===== config.mk =====
export PLATFORM = sky130hd
export DESIGN_NAME = dsp_cascade_ctrl
export DESIGN_NICKNAME = d
export VERILOG_FILES = /design/src/rtl/dsp_cascade_ctrl.sv
export SDC_FILE = /design/constraint.sdc
export NUM_CORES = 1
export LEC_CHECK = 0
export ABC_CLOCK_PERIOD_IN_PS = 1800
export BUFFER_PORTS_ARGS = -buffer_cell sky130_fd_sc_hd__buf_2
export CORE_MARGIN = 3
export CORE_UTILIZATION = 30
export CTS_BUF_LIST = sky130_fd_sc_hd__clkbuf_8
export DETAILED_ROUTE_END_ITERATION = 8
export PLACE_DENSITY = 0.45
export SLEW_MARGIN = 20
export SYNTH_ARGS = -nofsm -noshare
export SYNTH_HDL_FRONTEND = slang
export SYNTH_SLANG_ARGS = --single-unit

===== constraint.sdc =====
create_clock -name clk -period 1.8 [get_ports clk]
set_input_delay 0.36 -clock clk [delete_from_list [all_inputs] [get_ports clk]]
set_output_delay 0.36 -clock clk [all_outputs]
set_load 0.02 [all_outputs]

===== src/rtl/dsp_cascade_ctrl.sv =====
// 5-tap window sequencer for dsp_cascade: border-replicated pixel window,
// frame-synchronous coefficient bank and sync re-alignment of the result.
module dsp_cascade_ctrl #(
  parameter int CASC_LAT = 4
) (
  input  logic       clk,
  input  logic       rst,
  input  logic [7:0] in_pix,
  input  logic       in_de,
  input  logic       in_hs,
  input  logic       in_vs,
  input  logic       cfg_we,
  input  logic [2:0] cfg_addr,
  input  logic [2:0] cfg_data,
  output logic [7:0] pa,
  output logic [7:0] pb,
  output logic [7:0] pc,
  output logic [7:0] pd,
  output logic [7:0] pe,
  output logic       tap_valid,
  input  logic [7:0] casc_out,
  output logic [7:0] out_pix,
  output logic       out_de,
  output logic       out_hs,
  output logic       out_vs
);

  typedef enum logic [2:0] {
    SYNC_WAIT, IDLE, FILL, RUN, FLUSH
  } state_t;

  state_t     state;
  logic       two;
  logic [4:0] s0, s1, s2, s3;
  logic [4:0] smp, nxt;
  logic       act, load, shift, emit;
  logic       vs_q;
  logic [2:0] shadow [5];
  logic [2:0] active [5];
  logic [CASC_LAT:0]   tv_d;
  logic [CASC_LAT+3:0] hs_d, vs_d;
  logic       unused_pix;

  assign smp        = in_pix[7:3];
  assign unused_pix = ^in_pix[2:0];

  // Past the line end the newest tap repeats the last real pixel.
  always_comb begin
    act   = (state == FILL) || (state == RUN);
    load  = in_de && ((state == IDLE) || (state == FLUSH));
    shift = act || ((state == FLUSH) && !in_de);
    nxt   = (act && in_de) ? smp : s0;
    emit  = ((state == FILL) && two) || (state == RUN)
         || ((state == FLUSH) && !in_de);
  end

  always_ff @(posedge clk or negedge rst) begin
    if (!rst) begin
      state <= SYNC_WAIT;
      two   <= 1'b0;
    end else begin
      unique case (state)
        SYNC_WAIT: if (!in_de) state <= IDLE;
        IDLE: begin
          if (in_de) state <= FILL;
          two <= 1'b0;
        end
        FILL: begin
          if (!in_de) state <= FLUSH;
          else if (two) state <= RUN;
          else two <= 1'b1;
        end
        RUN: if (!in_de) state <= FLUSH;
        FLUSH: begin
          state <= in_de ? FILL : IDLE;
          two   <= 1'b0;
        end
        default: state <= SYNC_WAIT;
      endcase
    end
  end

  // First pixel of a line fills the whole history.
  always_ff @(posedge clk or negedge rst) begin
    if (!rst) begin
      s0 <= '0;
      s1 <= '0;
      s2 <= '0;
      s3 <= '0;
    end else if (load) begin
      s0 <= smp;
      s1 <= smp;
      s2 <= smp;
      s3 <= smp;
    end else if (shift) begin
      s3 <= s2;
      s2 <= s1;
      s1 <= s0;
      s0 <= nxt;
    end
  end

  always_ff @(posedge clk or negedge rst) begin
    if (!rst) begin
      tap_valid <= 1'b0;
      pa <= '0;
      pb <= '0;
      pc <= '0;
      pd <= '0;
      pe <= '0;
    end else begin
      tap_valid <= emit;
      if (emit) begin
        pa <= {active[0], s3};
        pb <= {active[1], s2};
        pc <= {active[2], s1};
        pd <= {active[3], s0};
        pe <= {active[4], nxt};
      end
    end
  end

  always_ff @(posedge clk or negedge rst) begin
    if (!rst) begin
      vs_q <= 1'b0;
      for (int i = 0; i < 5; i++) begin
        shadow[i] <= (i == 2) ? 3'd1 : 3'd0;
        active[i] <= (i == 2) ? 3'd1 : 3'd0;
      end
    end else begin
      vs_q <= in_vs;
      if (in_vs && !vs_q) active <= shadow;
      if (cfg_we && (cfg_addr < 3'd5)) shadow[cfg_addr] <= cfg_data;
    end
  end

  always_ff @(posedge clk or negedge rst) begin
    if (!rst) begin
      tv_d    <= '0;
      hs_d    <= '0;
      vs_d    <= '0;
      out_pix <= '0;
    end else begin
      tv_d    <= {tv_d[CASC_LAT-1:0], tap_valid};
      hs_d    <= {hs_d[CASC_LAT+2:0], in_hs};
      vs_d    <= {vs_d[CASC_LAT+2:0], in_vs};
      out_pix <= tv_d[CASC_LAT-1] ? casc_out : 8'd0;
    end
  end

  assign out_de = tv_d[CASC_LAT];
  assign out_hs = hs_d[CASC_LAT+3];
  assign out_vs = vs_d[CASC_LAT+3];

endmodule


==> reports/summary.txt, run 1 <==
Area Growth Syn to Fin: 23.4%
Setup TNS: 0 ps
Worst setup margin: 133 ps
Reg-to-reg endpoint: pa[7]
Floorplan core area: 15300 sq um
Initial DRC Count: 112
Die H: 131 um
Commonest non-fill, non-tap cell in the layout: dfrtp_1
Root buffer cell: clkbuf_8
Net count, final: 429
Clock Skews: 10.8 ps
Largest net degree at the start of global routing: 73
Highest-count cells in the layout ignoring fill and taps: 121 x dfrtp_1, 75 x buf_2, 42 x mux2_1, 38 x mux2_2
Post-CTS Setup Inserts: 0
Power per cell area: 1720 nW/um^2
Via Count: 2755
Max VDD drop: 0.000702 V
Vias in the first global route: 2818
Starting density of the core: 30.8%
Die ar.: 17300 sq um
Antenna Cells: 0
Max-Slew Margin vs Limit: 62.3%
RSZ-0062 raised after global routing: false
Final Routed Wirelength: 9.12 mm
FF-to-FF Start: state[0]
Final Hold Viols: 0
Routed len/inst: 14.6 um
Syn. warnings: 0
Filler cell count: 1503
Fin crit period: 1670 ps
Top cells by area, synth: dfrtp_1 65%, mux2_1 10%, mux2_2 9.1%
Tot GR Track Use: 11.5%
Dpl ws: 57.8 ps
Max Cap Violations: 0
Worst setup EP type: flop
Io pins: 80
R2r worst-path depth: 4
Hold path depth: 1
Critical path required time: 2100 ps
CTS tree: done
First-pass GRT wire length: 15.7 mm
Share of cells above drive strength 1: 41.5%
Worst-path clk slew: 80 ps
CTS sink count: 124
Die X-Extent: 131 um
Worst Hold Class: input port to flop
Clk_lat worst skew: 430 ps
Grt total ovfl: 0
Outcome: finished, final reports clean
Yosys reg bits: 124
Worst Hold Path EP: vs_d[0]
Synth Net Count: 338
Post-Syn Area: 4720 sq um
R2R Setup Slk: 130 ps
Largest area contributor in the netlist: dfrtp_1
Num rows: 45
Detailed placer's ending HPWL: 6.11 mm
Period utilization: 92.6%
Fin cells: 625
Final Max Tran Viols: 0
Sequential element share of the synthesized area: 65.7%
DRC Markers: 0
Final setup vio count: 0
Vias per cell: 4.41
Fmax: 600 MHz
Cells after DPL: 591
Leak: 2.61 nW
Worst hold start: in_vs
CP max FO: 20
Syn Inst Count: 310
Slew at the pin closest to its max-slew limit: 563 ps
CP Class: flop to flop
CP Data Arrival Time: 1970 ps
CTS Buf Count: 17
Share of the synthesized area in the top cell type: 64.6%
H-tree depth: 4
Initial antenna violation count: 0
Mean post-synth cell area: 15.2 sq um
IO Port Bufs: 76
Startpoint Class: flop
Max clock buf depth: 2
Synth unique cells: 35
Post-DRT Antenna Nets: 0
First-pass DRT Iterations: 4
Routability congestion estimate: 0.724
==> state kept, by name, summed over array words and instances (netlist names), 8 cells and up <==
name	count
active	15
hs_d	8
out_pix	8
pa	8
pb	8
pc	8
pd	8
pe	8
shadow	15
vs_d	8
==> logic make-up after synthesis <==
kind of cell / Yosys count / synth area share, %
DFF: 124 / 65.7
muxes: 80 / 19.1
AOI/OAI and AO/OA: 54 / 7.05
and+or+nand+nor: 30 / 4.48
buffers and inverters: 21 / 3.31
xor gates and xnor gates: 1 / 0.344
==> worst max-delay path: stages (launching register included) <==
cell and delay [ps]:
dfrtp_1 520, nor2_1 240, a2bb2oi_4 230, buf_12 200, mux2_1 340
==> metal layers <==
| metal | part of all wire, % | vias up | track usage, % |
|---|---|---|---|
| li1 | - | 1287 | - |
| met1 | 50 | 1374 | 17.0 |
| met2 | 42 | 84 | 14.9 |
| met3 | 6.5 | 10 | 4.33 |
| met4 | 1.4 | 0 | 4.96 |
| met5 | 0 | - | 0 |
==> metrics by stage <==
step | power, mW | hold slack (ps) | instance area [sq um] | util [%]
after floorplan | 6.46 | 64.4 | 4720 | -
after global placement | 7.44 | 167 | 5380 | 35.1
after detailed placement | 7.52 | 166 | 5380 | 35.1
after CTS | 10.2 | 8.55 | 5830 | 38.0
after global routing | 10.7 | 8.44 | 5830 | 38.1
final | 10.0 | 46.1 | 5830 | 38.1
==> synthesized netlist by cell type <==
cell type	count
xnor2_2	1
or3_1	1
o21a_1	1
buf_2	2
clkbuf_1	6
or3b_4	3
o21ai_1	5
nand2_1	1
nor3b_1	2
nand3_2	1
buf_6	10
a31oi_2	1
a211o_4	1
a2bb2oi_2	1
o211ai_1	1
mux2_2	38
nor3_2	1
or3b_1	2
mux2_1	42
dfstp_2	2
nand3b_1	1
o32ai_1	1
o21ai_0	10
a21oi_1	17
nand2b_1	3
o21ai_2	1
and2_1	9
a31oi_1	14
inv_1	3
nand4b_1	1
nor2_1	2
nor3_1	2
o21bai_1	1
dfrtp_1	122
nor2b_1	1
==> worst max path at each step <==
stage	cells after the start	slack (ps)	start	to
after floorplan	5	270	state[1]	pe[0]
after global placement	4	90	state[2]	pe[2]
after detailed placement	4	60	state[2]	pa[7]
after CTS	4	30	state[2]	pa[7]
after global routing	4	9	state[0]	s3[4]
final	4	130	state[0]	pa[7]
==> area by class of cell <==
cell class	count	area [sq um]	area share (%)
clock buffers	17	234	4.01
clock inverters	15	196	3.37
inverters	3	11.3	0.193
multi-input cells	165	1470	25.3
flip-flops and latches	124	3110	53.3
well taps	211	264	4.53
repair buffers	90	543	9.32
==> report_power, final <==
part / total [mW] / switching [mW] / internal, mW
Sequential: 4.38 / 0.593 / 3.78
Clock: 2.63 / 1.12 / 1.51
Combinational: 3.02 / 1.67 / 1.35
==> repair_timing <==
action | 4_1_cts | 5_1_grt
endpoints found under the setup margin | 0 | 55
endpoints found under the hold margin | 123 | 0
hold buffers | 2 | 0
resized for setup | 0 | 2
(Power assumes the default switching activity.)
==> inputs of run 2 (changes only) <==
CORE_UTILIZATION = 58   (was 30)
PLACE_DENSITY = 0.79   (was 0.45)
==> reports/summary.txt, run 2 (synthesis results as in run 1) <==
Max clock buf depth: 2
Worst Hold Class: input port to flop
Placed Instance Area: 5240 sq um
CTS Buf Count: 17
Clock power frac: 26.1%
Fin crit period: 1660 ps
Initial antenna violation count: 0
Clk_lat worst skew: 420 ps
Detailed placer's ending HPWL: 5.70 mm
Max-Slew Margin vs Limit: 69.7%
Combinational share of power: 30.1%
Die H: 96.2 um
Num rows: 32
DRC Markers: 0
Final Max Tran Viols: 0
Vias per cell: 5.41
Crit. Startpoint: state[1]
CTS sink count: 124
Psw: 3.42 mW
Outcome: finished, final reports clean
Vias in the first global route: 2815
RSZ-0062 raised after global routing: false
Share of cells above drive strength 1: 41.7%
Dpl ws: 142 ps
Final Routed Wirelength: 8.37 mm
Commonest non-fill, non-tap cell in the layout: dfrtp_1
Worst setup margin: 138 ps
Power per cell area: 1760 nW/um^2
Startpoint Class: flop
Slew at the pin closest to its max-slew limit: 452 ps
Post-DRT Antenna Nets: 0
Leak: 2.60 nW
Cells after DPL: 484
Period utilization: 92.3%
Highest-count cells in the layout ignoring fill and taps: 122 x dfrtp_1, 75 x buf_2, 42 x mux2_1, 38 x mux2_2, 18 x clkbuf_8
Root buffer cell: clkbuf_8
Largest net degree at the start of global routing: 60
Internal: 6.56 mW
Fmax: 602 MHz
Sw Ratio: 34.3%
IO Port Bufs: 76
Via Count: 2799
Finished Cell Area: 5690 sq um
Net count, final: 430
Worst setup EP type: flop
CTS tree: done
Area Growth Syn to Fin: 20.4%
R2r worst-path depth: 3
CP max FO: 13
H-tree depth: 4
Die X-Extent: 96.2 um
First-pass DRT Iterations: 4
Post-CTS Setup Inserts: 0
First-pass GRT wire length: 14.0 mm
Fin cells: 517
Antenna Cells: 0
Setup TNS: 0 ps
Final Hold Viols: 0
Critical path required time: 2140 ps
Worst-path clk slew: 80 ps
Die ar.: 9260 sq um
Filler cell count: 518
Routed len/inst: 16.2 um
Routability congestion estimate: 0.778
CP Class: flop to flop
Reg-to-reg endpoint: s1[0]
Final setup vio count: 0
Grt total ovfl: 0
Tot GR Track Use: 20.3%
Max Cap Violations: 0
Starting density of the core: 60.5%
CP Data Arrival Time: 2000 ps
Seq pwr share: 43.8%
Initial DRC Count: 148
FF-to-FF Start: state[1]
Floorplan core area: 7810 sq um
Clock Skews: 6.52 ps
Worst Setup EP: s1[0]
R2R Setup Slk: 140 ps
Largest regs: active: 15 flops, shadow: 15 flops
Final Power: 9.98 mW
Max VDD drop: 0.00103 V
Io pins: 80
## run 2: cell count changes in the layout (fill, tap and decap cells not counted), moves of 2 or more
| cell | before | now |
|---|---|---|
| clkinv_2 | 5 | 0 |
| inv_6 | 2 | 4 |
| clkinvlp_4 | 1 | 3 |
| buf_4 | 9 | 12 |
## run 2: worst max-delay path: stages (launching register included)
cell and delay, ps:
dfrtp_1 510, nand2b_1 380, or3b_1 500, a31oi_2 200
## run 2: per-stage QoR
step | hold WS, ps | utilization [%]
after floorplan | 64.4 | -
after global placement | 205 | 67.1
after detailed placement | 209 | 67.1
after CTS | 7.91 | 72.8
after global routing | 12.5 | 72.8
final | 40.4 | 72.8
## run 2: what timing repair did
| item | in CTS | in global routing |
|---|---|---|
| hold buffers | 1 | 0 |
| endpoints found under the setup margin | 0 | 1 |
| endpoints found under the hold margin | 40 | 0 |
| resized for setup | 0 | 1 |
## run 2: power groups by stage
stage | registers, mW | clock network [mW] | logic [mW]
6_report | 4.37 | 2.61 | 3.01
5_1_grt | 4.50 | 2.79 | 3.30
4_1_cts | 4.38 | 2.66 | 3.06
3_5_place_dp | 4.43 | 0 | 3.04
3_3_place_gp | 4.37 | 0 | 2.94
2_1_floorplan | 4.87 | 0 | 1.60
## run 2: final cells by class
| type | instances | area (sq um) | area share [%] |
|---|---|---|---|
| clock buffers | 18 | 248 | 4.36 |
| clock inverters | 14 | 185 | 3.26 |
| inverters | 3 | 11.3 | 0.198 |
| multi-input cells | 165 | 1470 | 25.9 |
| flip-flops and latches | 124 | 3110 | 54.6 |
| well taps | 102 | 128 | 2.24 |
| repair buffers | 91 | 536 | 9.42 |
## run 2: worst min path at each step
stage                      from         to  depth (start not counted)
after floorplan             rst  active[0]                          0
after global routing      in_hs    hs_d[0]                          1
after CTS                 in_hs    hs_d[0]                          1
after detailed placement    rst    vs_d[7]                          1
after global placement      rst    vs_d[7]                          1
final                     in_hs    hs_d[0]                          1
## run 2: per-layer routing
layer	track usage [%]	part of all wire [%]	vias up
met5	0	0	-
met4	7.11	1.0	0
met3	6.25	5.6	9
met2	30.2	47	84
met1	28.4	47	1408
li1	-	-	1298
